<file path="config.mk">
export PLATFORM = sky130hd
export DESIGN_NAME = sync_fifo_gen_flat
export DESIGN_NICKNAME = d
export VERILOG_FILES = /design/src/rtl/sync_fifo_gen_pkg.sv /design/src/rtl/sync_fifo_gen_if.sv /design/src/rtl/sync_fifo_gen_stats.sv /design/src/rtl/sync_fifo_gen.sv /design/src/flat_wrapper.sv
export SDC_FILE = /design/constraint.sdc
export NUM_CORES = 1
export LEC_CHECK = 0
export ABC_AREA = 1
export ABC_CLOCK_PERIOD_IN_PS = 4150
export BUFFER_PORTS_ARGS = -buffer_cell sky130_fd_sc_hd__buf_2
export CORE_MARGIN = 5
export CORE_UTILIZATION = 55
export DETAILED_ROUTE_END_ITERATION = 10
export HOLD_SLACK_MARGIN = 0.03
export PLACE_DENSITY = 0.75
export SYNTH_ARGS = -nofsm -noshare
export SYNTH_HDL_FRONTEND = slang
export SYNTH_SLANG_ARGS = --single-unit
</file>
<file path="constraint.sdc">
create_clock -name clk -period 4.15 [get_ports clk]
set_input_delay 0.6225 -clock clk [delete_from_list [all_inputs] [get_ports clk]]
set_output_delay 0.6225 -clock clk [all_outputs]
set_load 0.005 [all_outputs]
</file>
<file path="src/rtl/sync_fifo_gen_pkg.sv">
// Shared types and helpers for the generic synchronous FIFO.
// Holds the count-width function, the decoded accepted-operation type and the stats width.
package fifo_gen_pkg;

  localparam int STATS_W = 16;

  typedef enum logic [1:0] {
    OP_IDLE  = 2'd0,
    OP_WR    = 2'd1,
    OP_RD    = 2'd2,
    OP_WR_RD = 2'd3
  } fifo_op_e;

  // Occupancy needs one extra bit so that a completely full FIFO is representable.
  function automatic int calc_cw(input int depth);
    return $clog2(depth) + 1;
  endfunction

endpackage

</file>
<file path="src/rtl/sync_fifo_gen_if.sv">
// Producer/consumer bus of sync_fifo_gen; the stats outputs exist only when FIFO_STATS_EN is defined.
// master = environment driving requests, slave = the FIFO.
interface sync_fifo_gen_if #(
  parameter int DATA_WIDTH = 16,
  parameter int DEPTH      = 8
) ();
  import fifo_gen_pkg::*;
  localparam int CW = calc_cw(DEPTH);

  logic [DATA_WIDTH-1:0] data_in;
  logic                  wr_en;
  logic                  rd_en;
  logic [DATA_WIDTH-1:0] data_out;
  logic                  wr_ack;
  logic                  overflow;
  logic                  underflow;
  logic                  full;
  logic                  almostfull;
  logic                  empty;
  logic                  almostempty;
  logic [CW-1:0]         count;
`ifdef FIFO_STATS_EN
  logic [STATS_W-1:0]    ovf_cnt;
  logic [STATS_W-1:0]    udf_cnt;
  logic [CW-1:0]         peak_cnt;
`endif

  modport master (
    output data_in, wr_en, rd_en,
`ifdef FIFO_STATS_EN
    input  ovf_cnt, udf_cnt, peak_cnt,
`endif
    input  data_out, wr_ack, overflow, underflow, full, almostfull, empty, almostempty, count
  );

  modport slave (
    input  data_in, wr_en, rd_en,
`ifdef FIFO_STATS_EN
    output ovf_cnt, udf_cnt, peak_cnt,
`endif
    output data_out, wr_ack, overflow, underflow, full, almostfull, empty, almostempty, count
  );

endinterface

</file>
<file path="src/rtl/sync_fifo_gen_stats.sv">
// Saturating overflow/underflow counters and peak-occupancy tracker (FIFO_STATS_EN builds only).
// Counters lag the registered strobes by one clock; peak tracks the count register in step.
`ifdef FIFO_STATS_EN
module fifo_stats
  import fifo_gen_pkg::*;
#(
  parameter int CW = 4
) (
  input  logic               clk,
  input  logic               rst,
  input  fifo_op_e           op,
  input  logic               ovf_stb,
  input  logic               udf_stb,
  input  logic [CW-1:0]      count,
  output logic [STATS_W-1:0] ovf_cnt,
  output logic [STATS_W-1:0] udf_cnt,
  output logic [CW-1:0]      peak_cnt
);

  logic [CW-1:0] count_nxt;
  assign count_nxt = count + CW'(1);

  always_ff @(posedge clk) begin
    if (rst) begin
      ovf_cnt  <= '0;
      udf_cnt  <= '0;
      peak_cnt <= '0;
    end else begin
      if (ovf_stb && (ovf_cnt != '1)) ovf_cnt <= ovf_cnt + STATS_W'(1);
      if (udf_stb && (udf_cnt != '1)) udf_cnt <= udf_cnt + STATS_W'(1);
      // Occupancy only rises on a write-only cycle, so that is the only time a new peak can appear.
      if ((op == OP_WR) && (count_nxt > peak_cnt)) peak_cnt <= count_nxt;
    end
  end

endmodule
`endif

</file>
<file path="src/rtl/sync_fifo_gen.sv">
// Parametrised single-clock FIFO; read data 1 clk after an accepted read; full rejects writes (overflow)
// unless a read frees a slot that cycle. Optional stats block enabled by FIFO_STATS_EN.
module sync_fifo_gen
  import fifo_gen_pkg::*;
#(
  parameter int DATA_WIDTH = 16,
  parameter int DEPTH      = 8,
  parameter int AF_MARGIN  = 1,
  parameter int AE_MARGIN  = 1
) (
  input  logic           clk,
  input  logic           rst,
  sync_fifo_gen_if.slave bus
);

  localparam int CW = calc_cw(DEPTH);
  localparam int PW = $clog2(DEPTH);

  logic [DATA_WIDTH-1:0] mem [DEPTH];
  logic [PW-1:0]         wr_ptr, rd_ptr;
  logic [CW-1:0]         count_q;
  logic [DATA_WIDTH-1:0] data_out_q;
  logic                  wr_ack_q, overflow_q, underflow_q;
  logic                  full_w, empty_w, wr_acc, rd_acc;
  fifo_op_e              op;

  assign full_w  = (count_q == CW'(DEPTH));
  assign empty_w = (count_q == '0);
  assign rd_acc  = bus.rd_en && !empty_w;
  // A full FIFO still takes a write when the same cycle's read frees a slot.
  assign wr_acc  = bus.wr_en && (!full_w || rd_acc);
  assign op      = fifo_op_e'({rd_acc, wr_acc});

  always_ff @(posedge clk) begin
    if (!rst && wr_acc) mem[wr_ptr] <= bus.data_in;
  end

  always_ff @(posedge clk) begin
    if (rst) begin
      wr_ptr      <= '0;
      rd_ptr      <= '0;
      count_q     <= '0;
      data_out_q  <= '0;
      wr_ack_q    <= 1'b0;
      overflow_q  <= 1'b0;
      underflow_q <= 1'b0;
    end else begin
      wr_ack_q    <= wr_acc;
      overflow_q  <= bus.wr_en && !wr_acc;
      underflow_q <= bus.rd_en && !rd_acc;
      if (wr_acc) wr_ptr <= wr_ptr + PW'(1);
      if (rd_acc) begin
        rd_ptr     <= rd_ptr + PW'(1);
        data_out_q <= mem[rd_ptr];
      end
      case (op)
        OP_WR:   count_q <= count_q + CW'(1);
        OP_RD:   count_q <= count_q - CW'(1);
        default: count_q <= count_q;
      endcase
    end
  end

  assign bus.data_out    = data_out_q;
  assign bus.wr_ack      = wr_ack_q;
  assign bus.overflow    = overflow_q;
  assign bus.underflow   = underflow_q;
  assign bus.count       = count_q;
  assign bus.full        = full_w;
  assign bus.empty       = empty_w;
  assign bus.almostfull  = (count_q == CW'(DEPTH - AF_MARGIN));
  assign bus.almostempty = (count_q == CW'(AE_MARGIN));

`ifdef FIFO_STATS_EN
  fifo_stats #(.CW(CW)) u_stats (
    .clk      (clk),
    .rst      (rst),
    .op       (op),
    .ovf_stb  (overflow_q),
    .udf_stb  (underflow_q),
    .count    (count_q),
    .ovf_cnt  (bus.ovf_cnt),
    .udf_cnt  (bus.udf_cnt),
    .peak_cnt (bus.peak_cnt)
  );
`endif

endmodule

</file>
<file path="src/flat_wrapper.sv">
// flat-port wrapper written by rule: the top's interface ports become plain ports
module sync_fifo_gen_flat import fifo_gen_pkg::*;
#(
  parameter int DATA_WIDTH = 16,
  parameter int DEPTH      = 8,
  parameter int AF_MARGIN  = 1,
  parameter int AE_MARGIN  = 1
)
  (clk, rst, bus_data_in, bus_wr_en, bus_rd_en, bus_data_out, bus_wr_ack, bus_overflow, bus_underflow, bus_full, bus_almostfull, bus_empty, bus_almostempty, bus_count);
  sync_fifo_gen_if #(.DATA_WIDTH(DATA_WIDTH), .DEPTH(DEPTH)) bus_i ();
  input  logic clk;
  input  logic rst;
  input wire logic [$bits(bus_i.data_in)-1:0] bus_data_in;
  input wire logic [$bits(bus_i.wr_en)-1:0] bus_wr_en;
  input wire logic [$bits(bus_i.rd_en)-1:0] bus_rd_en;
  output wire logic [$bits(bus_i.data_out)-1:0] bus_data_out;
  output wire logic [$bits(bus_i.wr_ack)-1:0] bus_wr_ack;
  output wire logic [$bits(bus_i.overflow)-1:0] bus_overflow;
  output wire logic [$bits(bus_i.underflow)-1:0] bus_underflow;
  output wire logic [$bits(bus_i.full)-1:0] bus_full;
  output wire logic [$bits(bus_i.almostfull)-1:0] bus_almostfull;
  output wire logic [$bits(bus_i.empty)-1:0] bus_empty;
  output wire logic [$bits(bus_i.almostempty)-1:0] bus_almostempty;
  output wire logic [$bits(bus_i.count)-1:0] bus_count;
  assign bus_i.data_in = bus_data_in;
  assign bus_i.wr_en = bus_wr_en;
  assign bus_i.rd_en = bus_rd_en;
  assign bus_data_out = bus_i.data_out;
  assign bus_wr_ack = bus_i.wr_ack;
  assign bus_overflow = bus_i.overflow;
  assign bus_underflow = bus_i.underflow;
  assign bus_full = bus_i.full;
  assign bus_almostfull = bus_i.almostfull;
  assign bus_empty = bus_i.empty;
  assign bus_almostempty = bus_i.almostempty;
  assign bus_count = bus_i.count;
  sync_fifo_gen #(.DATA_WIDTH(DATA_WIDTH), .DEPTH(DEPTH), .AF_MARGIN(AF_MARGIN), .AE_MARGIN(AE_MARGIN)) u_core (.clk(clk), .rst(rst), .bus(bus_i));
endmodule
</file>
# ---- Word-level counts from Yosys, hierarchy flattened
# Memories as Yosys holds them, arrays and structs flattened. A register that Yosys moved wholly into a read port is not among the register bits.
# Cells that the tools add are included.
# W data, S select, Z words.
dict set report classes {
  eq_ne 5
  n_addsub 4
  reduce_logical 13
  order_cmp 0
  mux 3
  bitwise 0
  multipliers 0
  div_mod_pow 0
  shift 0
}
# op n
set ops {}
lappend ops {{$pmux W4 S2} 1}
lappend ops {{$add A3 B1 Y3 const B} 2}
lappend ops {{$logic_and A1 B1 Y1} 5}
lappend ops {{$logic_not A1 Y1} 5}
lappend ops {{$add A4 B1 Y4 const B} 1}
lappend ops {{$eq A4 B1 Y1 const B} 1}
lappend ops {{$eq A4 B3 Y1 const B} 1}
lappend ops {{$eq A4 B4 Y1 const B} 1}
lappend ops {{$logic_not A4 Y1} 1}
lappend ops {{$sub A4 B1 Y4 const B} 1}
lappend ops {{$eq A2 B1 Y1 const B} 1}
lappend ops {{$eq A2 B2 Y1 const B} 1}
lappend ops {{$mux W1} 2}
lappend ops {{$reduce_bool A2 Y1} 1}
lappend ops {{$logic_or A1 B1 Y1} 1}
dict set report totals {
  register_bits 13
  word_cells 32
  latchBits 0
  input_bits 20
  romBits 0
  out_inout_bits 27
  n_memories 1
  ram_bits 128
}
# memory depth word_bits read_ports rd_clocked_by_memory_dff wr line_no
set mem_list {}
lappend mem_list {u_core.mem 8 16 1 1 1 sync_fifo_gen.sv:19} ;# logic [DATA_WIDTH-1:0] mem [DEPTH];

# ---- Longest topological paths before layout
# Gate-level depths: netlist of the first run.
dict set report depth {
  depth_word 8
  ltp_mapped 12
  depth_no_buf 12
}

# ---- Least setup slack after synthesis of the first run
# No wires, ideal clock.
dict set report synth_path {
  path_type {register -> register}
  startpoint {register u_core.count_q[0] (netlist: u_core.bus.count[0])}
  endpoint {memory u_core.mem[0][0] (enable)}
  period_less_slack_ns 2.242
  path_slack_ns 1.908
  setup_ns 0.388
  stages_incl_launch_ff 10
  arrival_ns 1.854
  t_required_ns 3.762
  path_buffers 0
  cell_sequence {dfxtp_1 -> inv_1 -> ha_1 -> inv_1 -> nor3_2 -> nand2_2 -> nand2_4 -> nor2_4 -> nand2_2 -> nor2_1}
}
dict set report synth_between {
  elab_cells_between_ends 10
  classes_between {1 x eq/ne; 2 x mux; 7 x reduce/logical}
}
# item line_no
set synth_lines {}
lappend synth_lines {{from (decl)} sync_fifo_gen.sv:21} ;# logic [CW-1:0] count_q;
lappend synth_lines {{from (signal assigned)} sync_fifo_gen.sv:57} ;# OP_WR: count_q <= count_q + CW'(1);
lappend synth_lines {{from (signal assigned)} sync_fifo_gen.sv:58} ;# OP_RD: count_q <= count_q - CW'(1);
lappend synth_lines {{from (signal assigned)} sync_fifo_gen.sv:59} ;# default: count_q <= count_q;
lappend synth_lines {{$eq A4 B4 Y1} sync_fifo_gen.sv:27} ;# assign full_w = (count_q == CW'(DEPTH));
lappend synth_lines {{net bus_full} flat_wrapper.sv:20} ;# output wire logic [$bits(bus_i.full)-1:0] bus_full;
lappend synth_lines {{$logic_not A1 Y1} sync_fifo_gen.sv:31} ;# assign wr_acc = bus.wr_en && (!full_w || rd_acc);
lappend synth_lines {{$logic_or A1 B1 Y1} sync_fifo_gen.sv:31}
lappend synth_lines {{$logic_and A1 B1 Y1} sync_fifo_gen.sv:31}
lappend synth_lines {{$logic_and A1 B1 Y1} sync_fifo_gen.sv:35} ;# if (!rst && wr_acc) mem[wr_ptr] <= bus.data_in;
lappend synth_lines {{$mux W1} sync_fifo_gen.sv:35}
lappend synth_lines {{$mux W1 (implied by the code)} sync_fifo_gen.sv:35}
lappend synth_lines {{to (decl)} sync_fifo_gen.sv:19}
# The timed path passes the listed nets, and every way through them passes these cells.

# ---- Final worst setup path of the first run
dict set report layout_path {
  startpoint {register u_core.count_q[0] (netlist: u_core.bus.count[0])}
  endpoint {register u_core.count_q[3] (netlist: u_core.bus.count[3])}
}
dict set report layout_between {
  elab_chain_len 7
  elab_cells_between_ends 13
  classes_between {2 x add/sub; 3 x eq/ne; 1 x mux; 7 x reduce/logical}
}
# item line_no
set layout_rtl {}
lappend layout_rtl {{$logic_not A4 Y1} sync_fifo_gen.sv:28} ;# assign empty_w = (count_q == '0);
lappend layout_rtl {{$logic_not A1 Y1} sync_fifo_gen.sv:29} ;# assign rd_acc = bus.rd_en && !empty_w;
lappend layout_rtl {{$logic_and A1 B1 Y1} sync_fifo_gen.sv:29}
lappend layout_rtl {{$logic_or A1 B1 Y1} sync_fifo_gen.sv:31}
lappend layout_rtl {{$logic_and A1 B1 Y1} sync_fifo_gen.sv:31}
lappend layout_rtl {{$eq A2 B2 Y1 or $eq A2 B1 Y1 (tied branches)} sync_fifo_gen.sv:56} ;# case (op)
lappend layout_rtl {{$pmux W4 S2 or $reduce_bool A2 Y1 (tied branches)} -}
# Parallel ways exist; a longest one is shown, timed or not.
# A chain may end at the register's enable or synchronous reset.

==> flow_metrics.py, run 1 <==
metrics = {
    "logic_synthesis": {
        "netlist_instances": 655,
        "synth_top_area_share": 0.5789,
        "ys_warn_count": 0,
        "async_flop_share": 0,
        "yosys.cell_count.top_type": "nand2_1",
        "ys_top_cells_by_area": "edfxtp_1 58%, nand2_1 10%, dfxtp_1 8.7%",
        "netlist_area_mm2": 0.006640,
        "synth_edf_count": 128,
        "ys_seq_area_frac": 0.6663,
        "synth-seq-cells": 157,
        "syn_avg_cell_area_um2": 10.14,
        "syn_nets": 681,
        "yosys.area.top_type": "edfxtp_1",
        "ys_top_cells_by_count": "184 x nand2_1, 128 x edfxtp_1, 111 x inv_1, 97 x nand3_1, 29 x dfxtp_1",
        "synthDistinctLibCells": 26,
        "synthFlopType": "edfxtp_1",
    },
    "cells_and_area": {
        "area_growth_pct": 13.60,
        "drive_gt1_frac": 0.1413,
        "diodes": 0,
        "multi_input_area_mm2": 0.001608,
        "postLayoutCellArea_mm2": 0.007543,
        "final_nets": 728,
        "seqCellArea_mm2": 0.004425,
        "stdcell_count": 862,
        "n_fill_cell": 929,
    },
    "setup_path": {
        "crit_required_ns": 4.51,
        "timing.rr.end": "u_core.bus.count[3]",
        "crit_arrival_ns": 2.73,
        "end_kind": "register",
        "reg2reg_depth": 11,
        "reg2reg_from": "u_core.bus.count[0]",
        "worst-r2r-setup-slack_ns": 1.78,
        "worstSetupPathType": "register to register",
        "cp_max_fo": 22,
        "critPathLaunchType": "register",
    },
    "grt": {
        "grt_pass1_wl_mm": 22.56,
        "grtUsageTotal": 0.2075,
        "grt-ovfl-total": 0,
        "use_met3": 0.05985,
        "grt_pass1_vias": 4478,
        "grt_max_degree": 67,
        "grt_util_met1": 0.2525,
        "use_met2": 0.3475,
        "grt.busiest_layer": "met2",
        "antenna_found_initial": 1,
    },
    "routing": {
        "drt_iter0_drc": 333,
        "drc_errors": 0,
        "viasPerCell": 5.300,
        "first_pass_iters": 5,
        "vias": 4569,
        "ant_nets": 0,
        "routed_wl_mm": 14.00,
        "route.detailed.wl_per_inst_um": 16.24,
    },
    "floorplan": {
        "dieArea_mm2": 0.01437,
        "start_util": 0.5575,
        "die_h_um": 119.9,
        "num_rows": 40,
        "fp.dieW_um": 119.9,
        "io_pins": 47,
        "core-area_mm2": 0.01191,
    },
    "clock_tree": {
        "ctsHoldBuffers": 0,
        "clk_pin_slew_ns": 0.06,
        "cts_buffers": 17,
        "cts_resized": 0,
        "clock_latency_ns": 0.42,
        "cts_tree": "yes",
        "clock_path_buffers": 2,
        "cts_setup_buffers": 0,
        "htreeDepth": 4,
        "root_buffer": "clkbuf_16",
        "cts.sinks": 157,
    },
    "worst_hold_path": {
        "min_path_cells": 1,
        "min_to": "u_core.mem[3][11]",
        "hp-class": "input pin to register",
        "worstHoldStart": "bus_data_in[11]",
    },
    "timing": {
        "post-route-period-util": 0.5712,
        "worstMarginPinSlew_ns": 1.258,
        "tns_ns": 0,
        "rsz0062_at_grt": "false",
        "setup_viol_count_final": 0,
        "skew_ns": 0.009139,
        "slew_violations": 0,
        "fmax_ghz": 0.4219,
        "slew_headroom": 0.1601,
        "period_minus_slack_ns": 2.370,
        "finalHoldViolCount": 0,
    },
    "place": {
        "post-dp-hpwl_mm": 7.805,
        "place_area_mm2": 0.006970,
        "dp.cells": 830,
        "gp_congestion": 0.7536,
        "portBuffers": 46,
    },
    "pwr": {
        "seq_power_share": 0.438,
        "intPower_mw": 2.970,
        "p_sw_mw": 1.256,
        "pwr_density_cell_mw_per_mm2": 560.2,
        "pwr-share-clk": 0.347,
        "sw_frac_of_total": 0.2972,
        "peakVddDrop_mv": 0.3284,
        "p_comb_frac": 0.214,
        "p_leak_nw": 3.298,
    },
    "run_status": {
        "status": "finished clean",
    },
    "run": {
        "drv_cap": 0,
    },
}
-- worst max-delay path by stage --
stage / from / endpoint / slack, ns
finish: u_core.bus.count[0] / u_core.bus.count[3] / 1.78
global route: u_core.bus.count[0] / u_core.bus.count[3] / 1.55
CTS: u_core.bus.count[0] / u_core.bus.count[3] / 1.79
detailed placement: u_core.bus.count[0] / u_core.bus.count[3] / 1.80
global placement: bus_rd_en / u_core.bus.count[3] / 1.93
floorplan: u_core.bus.count[0] / u_core.mem[0][0] / 1.91
-- through the flow --
stage | utilization | power [mW] | worst slack (ns) | hold WS, ns
2_1_floorplan | - | 2.542 | 1.908 | 0.4607
3_3_place_gp | 0.5852 | 2.749 | 1.932 | 0.4548
3_5_place_dp | 0.5852 | 2.788 | 1.805 | 0.4631
4_1_cts | 0.6333 | 4.246 | 1.787 | 0.4421
5_1_grt | 0.6333 | 4.448 | 1.550 | 0.4539
6_report | 0.6333 | 4.226 | 1.780 | 0.4583
-- critical path, stage by stage, from the launching register on --
cell and delay, ns:
dfxtp_1 0.36, inv_1 0.13, ha_1 0.20, nand3_2 0.13, nand2_4 0.27, clkinv_4 0.24
ha_1 0.41, nor2_1 0.17, nand4_1 0.10, nand2_1 0.10, o21ai_0 0.08, a21oi_1 0.12
-- kinds of logic (layout without fill, tap and decap cells) --
| kind of cell | count (synthesis) | count (layout) | synth area share |
|---|---|---|---|
| simple gates | 313 | 313 | 0.2041 |
| flops | 157 | 157 | 0.6663 |
| compound gates | 32 | 32 | 0.02412 |
| buf+inv | 145 | 205 | 0.09158 |
| xor+xnor | 2 | 2 | 0.002639 |
| fa+ha+maj | 6 | 6 | 0.01131 |
-- flip-flops by register name (all words and copies together) (netlist names) --
signal / count
u_core.mem: 128
u_core.bus.wr_ack: 1
u_core.rd_ptr: 3
u_core.bus.count: 4
u_core.bus.overflow: 1
u_core.wr_ptr: 3
u_core.bus.data_out: 16
u_core.bus.underflow: 1
-- area by class of cell --
class	count	area share
Sequential cell	157	0.5867
Clock inverter	9	0.006800
Clock buffer	23	0.06917
Multi-Input combinational cell	353	0.2131
Tap cell	147	0.02438
Timing Repair Buffer	57	0.04147
Inverter	116	0.05838
-- power by group through the flow --
stage / clock (mW) / sequential (mW) / combinational (mW)
final: 1.47 / 1.85 / 0.905
after global routing: 1.56 / 1.86 / 1.02
after detailed placement: 0 / 1.89 / 0.902
after global placement: 0 / 1.88 / 0.869
after floorplan: 0 / 1.88 / 0.663
after CTS: 1.48 / 1.85 / 0.908
-- placed cells by master (no fill, tap or decap), types with 2 or more instances in the layout --
cell type,synthesis,final
a21oi_1,23,23
buf_2,17,46
buf_4,6,11
clkbuf_1,4,2
clkbuf_16,0,20
clkinv_2,0,5
dfxtp_1,29,28
edfxtp_1,128,128
ha_1,6,6
inv_1,111,111
inv_2,3,3
inv_4,0,3
nand2_1,184,184
nand2_2,4,4
nand2_4,2,2
nand3_1,97,97
nand4_1,2,2
nor2_1,17,17
nor3_1,2,2
o21ai_0,9,9
xor2_1,2,2
-- metal layers --
layer	wire, µm	share of wire
met4	257	0.018
met5	13	0.00093
met2	6954	0.50
met1	5696	0.41
met3	1080	0.077
Note: power is estimated with default switching activity, not from simulation.
==> inputs of run 2 (changes only) <==
--- a/config.mk
+++ b/config.mk
@@ -5,14 +5,14 @@
 export SDC_FILE = /design/constraint.sdc
 export NUM_CORES = 1
 export LEC_CHECK = 0
-export ABC_AREA = 1
-export ABC_CLOCK_PERIOD_IN_PS = 4150
+export ABC_AREA = 0
+export ABC_CLOCK_PERIOD_IN_PS = 2080
 export BUFFER_PORTS_ARGS = -buffer_cell sky130_fd_sc_hd__buf_2
 export CORE_MARGIN = 5
-export CORE_UTILIZATION = 55
+export CORE_UTILIZATION = 53
 export DETAILED_ROUTE_END_ITERATION = 10
 export HOLD_SLACK_MARGIN = 0.03
-export PLACE_DENSITY = 0.75
+export PLACE_DENSITY = 0.76
 export SYNTH_ARGS = -nofsm -noshare
 export SYNTH_HDL_FRONTEND = slang
 export SYNTH_SLANG_ARGS = --single-unit
==> constraint.sdc (replaced) <==
create_clock -name clk -period 2.08 [get_ports clk]
set_input_delay 0.312 -clock clk [delete_from_list [all_inputs] [get_ports clk]]
set_output_delay 0.312 -clock clk [all_outputs]
set_load 0.005 [all_outputs]
==> flow_metrics.py, run 2 <==
metrics = {
    "timing": {
        "worst_hold_slack_ns": 0.1596,
        "slew_violations": 0,
        "slew_headroom": 0.6193,
        "setup_ws_ns": 0.05789,
        "post-route-period-util": 0.9722,
        "skew_ns": 0.009417,
        "worstMarginPinSlew_ns": 0.5697,
        "setup_viol_count_final": 0,
        "tns_ns": 0,
        "fmax_ghz": 0.4945,
        "period_minus_slack_ns": 2.022,
        "finalHoldViolCount": 0,
    },
    "logic_synthesis": {
        "ys_seq_area_frac": 0.7327,
        "synth-seq-cells": 157,
        "syn_avg_cell_area_um2": 16.82,
        "yosys.cell_count.top_type": "edfxtp_1",
        "netlist_instances": 359,
        "ys_top_cells_by_count": "128 x edfxtp_1, 66 x mux2i_1, 32 x a22oi_1, 29 x dfxtp_1, 17 x nor2_1",
        "ys_top_cells_by_area": "edfxtp_1 64%, mux2i_1 11%, dfxtp_1 9.6%",
        "synth_top_area_share": 0.6366,
        "synth_edf_count": 128,
        "netlist_area_mm2": 0.006038,
        "syn_nets": 385,
        "synthFlopType": "edfxtp_1",
        "yosys.area.top_type": "edfxtp_1",
        "synthDistinctLibCells": 37,
        "async_flop_share": 0,
        "ys_warn_count": 0,
    },
    "cells_and_area": {
        "final_cell_mix": "128 x edfxtp_1, 66 x mux2i_1, 46 x buf_2, 32 x a22oi_1",
        "largest_register_ffs": 128,
        "final_nets": 458,
        "diodes": 0,
        "drive_gt1_frac": 0.2742,
        "area_growth_pct": 19.00,
        "top_register": "u_core.mem",
        "post-route-util": 0.6375,
        "stdcell_count": 588,
        "final_common_cell": "edfxtp_1",
    },
    "clock_tree": {
        "htreeDepth": 4,
        "cts_setup_buffers": 0,
        "root_buffer": "clkbuf_16",
        "cts.sinks": 157,
        "cts_tree": "yes",
        "clock_path_buffers": 2,
        "clk_pin_slew_ns": 0.06,
        "cts_buffers": 17,
        "ctsHoldBuffers": 0,
        "clock_latency_ns": 0.42,
    },
    "place": {
        "dp_slack_ns": -0.01216,
        "portBuffers": 46,
        "post-dp-hpwl_mm": 7.100,
        "dp.cells": 556,
        "gp_congestion": 0.7437,
    },
    "floorplan": {
        "start_util": 0.5357,
        "dieArea_mm2": 0.01363,
        "die_h_um": 116.7,
        "fp.dieW_um": 116.7,
        "io_pins": 47,
        "num_rows": 39,
        "core-area_mm2": 0.01127,
    },
    "setup_path": {
        "timing.rr.end": "u_core.bus.count[3]",
        "crit_arrival_ns": 1.71,
        "critPathLaunchType": "register",
        "crit_required_ns": 1.77,
        "cp-endpoint": "bus_empty",
        "end_kind": "output pin",
        "reg2reg_from": "u_core.bus.count[1]",
        "reg2reg_depth": 10,
        "worstSetupPathType": "register to output pin",
        "cp_max_fo": 5,
        "cp-startpoint": "u_core.bus.count[1]",
        "worst-r2r-setup-slack_ns": 0.08,
    },
    "routing": {
        "viasPerCell": 5.639,
        "drt_iter0_drc": 184,
        "route.detailed.wl_per_inst_um": 20.43,
        "vias": 3316,
        "first_pass_iters": 4,
        "routed_wl_mm": 12.02,
        "ant_nets": 0,
        "drc_errors": 0,
    },
    "grt": {
        "antenna_found_initial": 1,
        "grt_pass1_wl_mm": 18.09,
        "grtUsageTotal": 0.1852,
        "grt_max_degree": 67,
        "grt_pass1_vias": 3355,
        "grt-ovfl-total": 0,
    },
    "pwr": {
        "peakVddDrop_mv": 0.6712,
        "p_leak_nw": 2.500,
        "pwr_density_cell_mw_per_mm2": 1181,
    },
    "run": {
        "drv_cap": 0,
    },
    "worst_hold_path": {
        "hp-class": "input pin to register",
    },
    "run_status": {
        "status": "finished clean",
    },
}
run 2: timing repair:
item	in CTS	in global routing
endpoints found under the setup margin	18	3
resized for setup	4	7
endpoints found under the hold margin	0	0
pin swaps	1	0
run 2: stage by stage:
stage                     power (mW)  instance area (µm²)
after floorplan                5.056                 6066
after global placement         5.500                 6575
after detailed placement       5.568                 6575
after CTS                      8.499                 7152
after global routing           8.861                 7186
final                          8.489                 7186
run 2: critical path, stage by stage (launching register included):
cell     delay (ns)
dfxtp_2        0.33
inv_4          0.07
ha_4           0.14
or3b_4         0.39
buf_4          0.17
inv_2          0.07
buf_2          0.12
run 2: worst min path at each step:
stage,end,cells after the start,startpoint
floorplan,u_core.mem[0][0],0,bus_data_in[0]
global placement,u_core.bus.data_out[11],1,u_core.bus.data_out[11]
detailed placement,u_core.bus.data_out[4],1,u_core.bus.data_out[4]
CTS,u_core.mem[5][6],1,bus_data_in[6]
global route,u_core.mem[1][5],1,bus_data_in[5]
finish,u_core.mem[3][6],1,bus_data_in[6]
run 2: power by group:
part	switching [mW]	internal (mW)	total, mW
sequential	0.120	3.60	3.72
clock	1.19	1.71	2.90
combinational	0.983	0.885	1.87
total	2.29	6.20	8.49
run 2: kinds of logic (layout without fill, tap and decap cells):
group | Yosys count | in the layout | synth area share
buffers and inverters | 24 | 110 | 0.02279
AOI/OAI and AO/OA | 57 | 57 | 0.07729
and+or+nand+nor | 42 | 42 | 0.03523
muxes | 66 | 66 | 0.1094
DFF | 157 | 157 | 0.7327
adders and majority gates | 6 | 6 | 0.01243
xor gates and xnor gates | 7 | 7 | 0.01015
run 2: final cells by class:
type	instances	area (µm²)
tap	143	178.9
clock inverter	12	110.1
fill	764	4086
inverter	5	21.27
sequential	157	4433
clock buffer	20	456.7
multi-input combinational	178	1540
timing repair buffer	73	445.4
run 2: layer usage:
metal / global-route usage / wire [µm]
met5: 0 / 7
met1: 0.2221 / 4985
met2: 0.3159 / 6349
met4: 0.07951 / 142
met3: 0.04922 / 530
==> inputs of run 3 (changes only) <==
--- a/config.mk
+++ b/config.mk
@@ -5,11 +5,11 @@
 export SDC_FILE = /design/constraint.sdc
 export NUM_CORES = 1
 export LEC_CHECK = 0
-export ABC_AREA = 0
+export ABC_AREA = 1
 export ABC_CLOCK_PERIOD_IN_PS = 2080
 export BUFFER_PORTS_ARGS = -buffer_cell sky130_fd_sc_hd__buf_2
 export CORE_MARGIN = 5
-export CORE_UTILIZATION = 53
+export CORE_UTILIZATION = 54
 export DETAILED_ROUTE_END_ITERATION = 10
 export HOLD_SLACK_MARGIN = 0.03
 export PLACE_DENSITY = 0.76
==> flow_metrics.py, run 3 (synthesis gave the netlist of run 1 again) <==
metrics = {
    "run_status": {
        "status": "finished clean",
    },
    "setup_path": {
        "cp_max_fo": 6,
        "crit_arrival_ns": 2.28,
        "worstSetupPathType": "register to register",
        "cp_slowest_cell": "dfxtp_1",
        "crit_required_ns": 2.43,
        "max_stage_delay_ns": 0.31,
        "critPathLaunchType": "register",
        "reg2reg_depth": 12,
        "reg2reg_from": "u_core.bus.count[0]",
        "timing.rr.end": "u_core.bus.count[3]",
        "path_cells": "inv_1 > ha_2 > inv_1 > nor3_2 > nand2_2 > nand2_4 > ha_4 > nor2_2 > nand4_1 > nand2_1 > o21ai_0 > a21oi_1",
        "worst-r2r-setup-slack_ns": 0.15,
        "cp-endpoint": "u_core.bus.count[3]",
        "end_kind": "register",
        "cp-startpoint": "u_core.bus.count[0]",
        "cpMostUsedCell": "inv_1",
    },
    "floorplan": {
        "start_util": 0.5528,
        "die_h_um": 120.9,
        "num_rows": 40,
        "io_pins": 47,
        "dieArea_mm2": 0.01461,
        "fp.dieW_um": 120.9,
        "core-area_mm2": 0.01201,
    },
    "timing": {
        "slew_headroom": 0.5343,
        "setup_viol_count_final": 0,
        "setup_ws_ns": 0.1537,
        "post-route-period-util": 0.9261,
        "slew_violations": 0,
        "period_minus_slack_ns": 1.926,
        "rsz0062_at_grt": "false",
        "fmax_ghz": 0.5191,
        "worstMarginPinSlew_ns": 0.6985,
        "worst_hold_slack_ns": 0.1875,
        "finalHoldViolCount": 0,
        "skew_ns": 0.006857,
    },
    "cells_and_area": {
        "largest_register_ffs": 128,
        "final_common_cell": "nand2_1",
        "post-route-util": 0.6452,
        "top_register": "u_core.mem",
        "postLayoutCellArea_mm2": 0.007750,
        "drive_gt1_frac": 0.1575,
        "n_fill_cell": 879,
        "final_nets": 738,
        "diodes": 0,
        "seqCellArea_mm2": 0.004427,
        "multi_input_area_mm2": 0.001630,
        "area_growth_pct": 16.71,
        "final_cell_mix": "184 x nand2_1, 128 x edfxtp_1, 110 x inv_1, 97 x nand3_1, 46 x buf_2",
    },
    "pwr": {
        "p_leak_nw": 3.380,
        "pwr_density_cell_mw_per_mm2": 1149,
        "finalPower_mw": 8.908,
        "peakVddDrop_mv": 0.8674,
    },
    "clock_tree": {
        "clock_path_buffers": 2,
        "ctsHoldBuffers": 0,
        "cts.sinks": 157,
        "cts_tree": "yes",
        "htreeDepth": 4,
        "clk_pin_slew_ns": 0.06,
        "cts_buffers": 17,
        "root_buffer": "clkbuf_16",
        "clock_latency_ns": 0.42,
    },
    "run": {
        "drv_cap": 0,
    },
    "place": {
        "portBuffers": 46,
        "post-dp-hpwl_mm": 9.816,
        "gp_congestion": 0.8381,
        "dp_slack_ns": 0.07534,
        "place_area_mm2": 0.007093,
    },
    "grt": {
        "antenna_found_initial": 0,
        "grt_pass1_vias": 4653,
        "grt-ovfl-total": 0,
        "grtUsageTotal": 0.2234,
        "grt_max_degree": 66,
        "grt_pass1_wl_mm": 24.20,
    },
    "routing": {
        "viasPerCell": 5.442,
        "first_pass_iters": 5,
        "route.detailed.wl_per_inst_um": 17.75,
        "ant_nets": 0,
        "vias": 4740,
        "drt_iter0_drc": 438,
        "routed_wl_mm": 15.46,
        "drc_errors": 0,
    },
    "worst_hold_path": {
        "worstHoldStart": "bus_wr_en",
        "hp-class": "input pin to register",
    },
}
-- run 3: cell types whose count changed in the layout (fill, tap and decap cells not counted), moves of 7 or more --
cell / change
buf_4: -13
nand2_1: +180
mux2i_1: -66
a21oi_1: +21
o21ai_0: +7
a22oi_1: -32
nand3_1: +95
inv_1: +109
a32o_1: -16
-- run 3: how the worst min path moves through the flow --
stage,endpoint,slack (ns),cells after the start
after detailed placement,u_core.bus.data_out[11],0.46,2
after floorplan,u_core.bus.wr_ack,0.39,1
after global routing,u_core.bus.overflow,0.18,3
after global placement,u_core.bus.data_out[13],0.45,2
final,u_core.bus.overflow,0.19,3
after CTS,u_core.bus.overflow,0.18,3
-- run 3: report_power, final --
group	switching [mW]	total, mW	internal (mW)
clock network	1.12	3.18	2.05
registers	0.108	3.69	3.58
logic	1.36	2.04	0.686
total	2.59	8.91	6.32
-- run 3: layout make-up --
type | count | area share
clock buffers | 23 | 0.06038
clock inverters | 8 | 0.01792
inverters | 116 | 0.05683
multi-input cells | 353 | 0.2104
flip-flops and latches | 157 | 0.5712
well taps | 147 | 0.02373
repair buffers | 67 | 0.05957
-- run 3: per-stage QoR --
step / setup TNS, ns / instances
floorplan: -20.73 / 655
global placement: 0 / 838
detailed placement: 0 / 838
CTS: 0 / 869
global route: 0 / 871
finish: 0 / 871
-- run 3: worst max-delay path, delay by kind of cell (launching register included) --
family	cells	cell delay, ns
and+or+nand+nor	6	0.75
adders and majority gates	2	0.43
DFF	1	0.31
AOI/OAI and AO/OA	2	0.20
buffers and inverters	2	0.18
-- run 3: repair_timing --
item	in CTS	in global routing
setup buffers	0	2
endpoints found under the hold margin	0	0
endpoints found under the setup margin	0	125
resized for setup	0	11
-- run 3: per-layer routing --
metal	part of all wire	vias to the layer above	GRT usage	wire, µm
li1	-	2230	-	-
met1	0.40	2211	0.2770	6127
met2	0.47	261	0.3532	7209
met3	0.11	38	0.08298	1723
met4	0.026	0	0.09419	395
met5	0	-	0	0
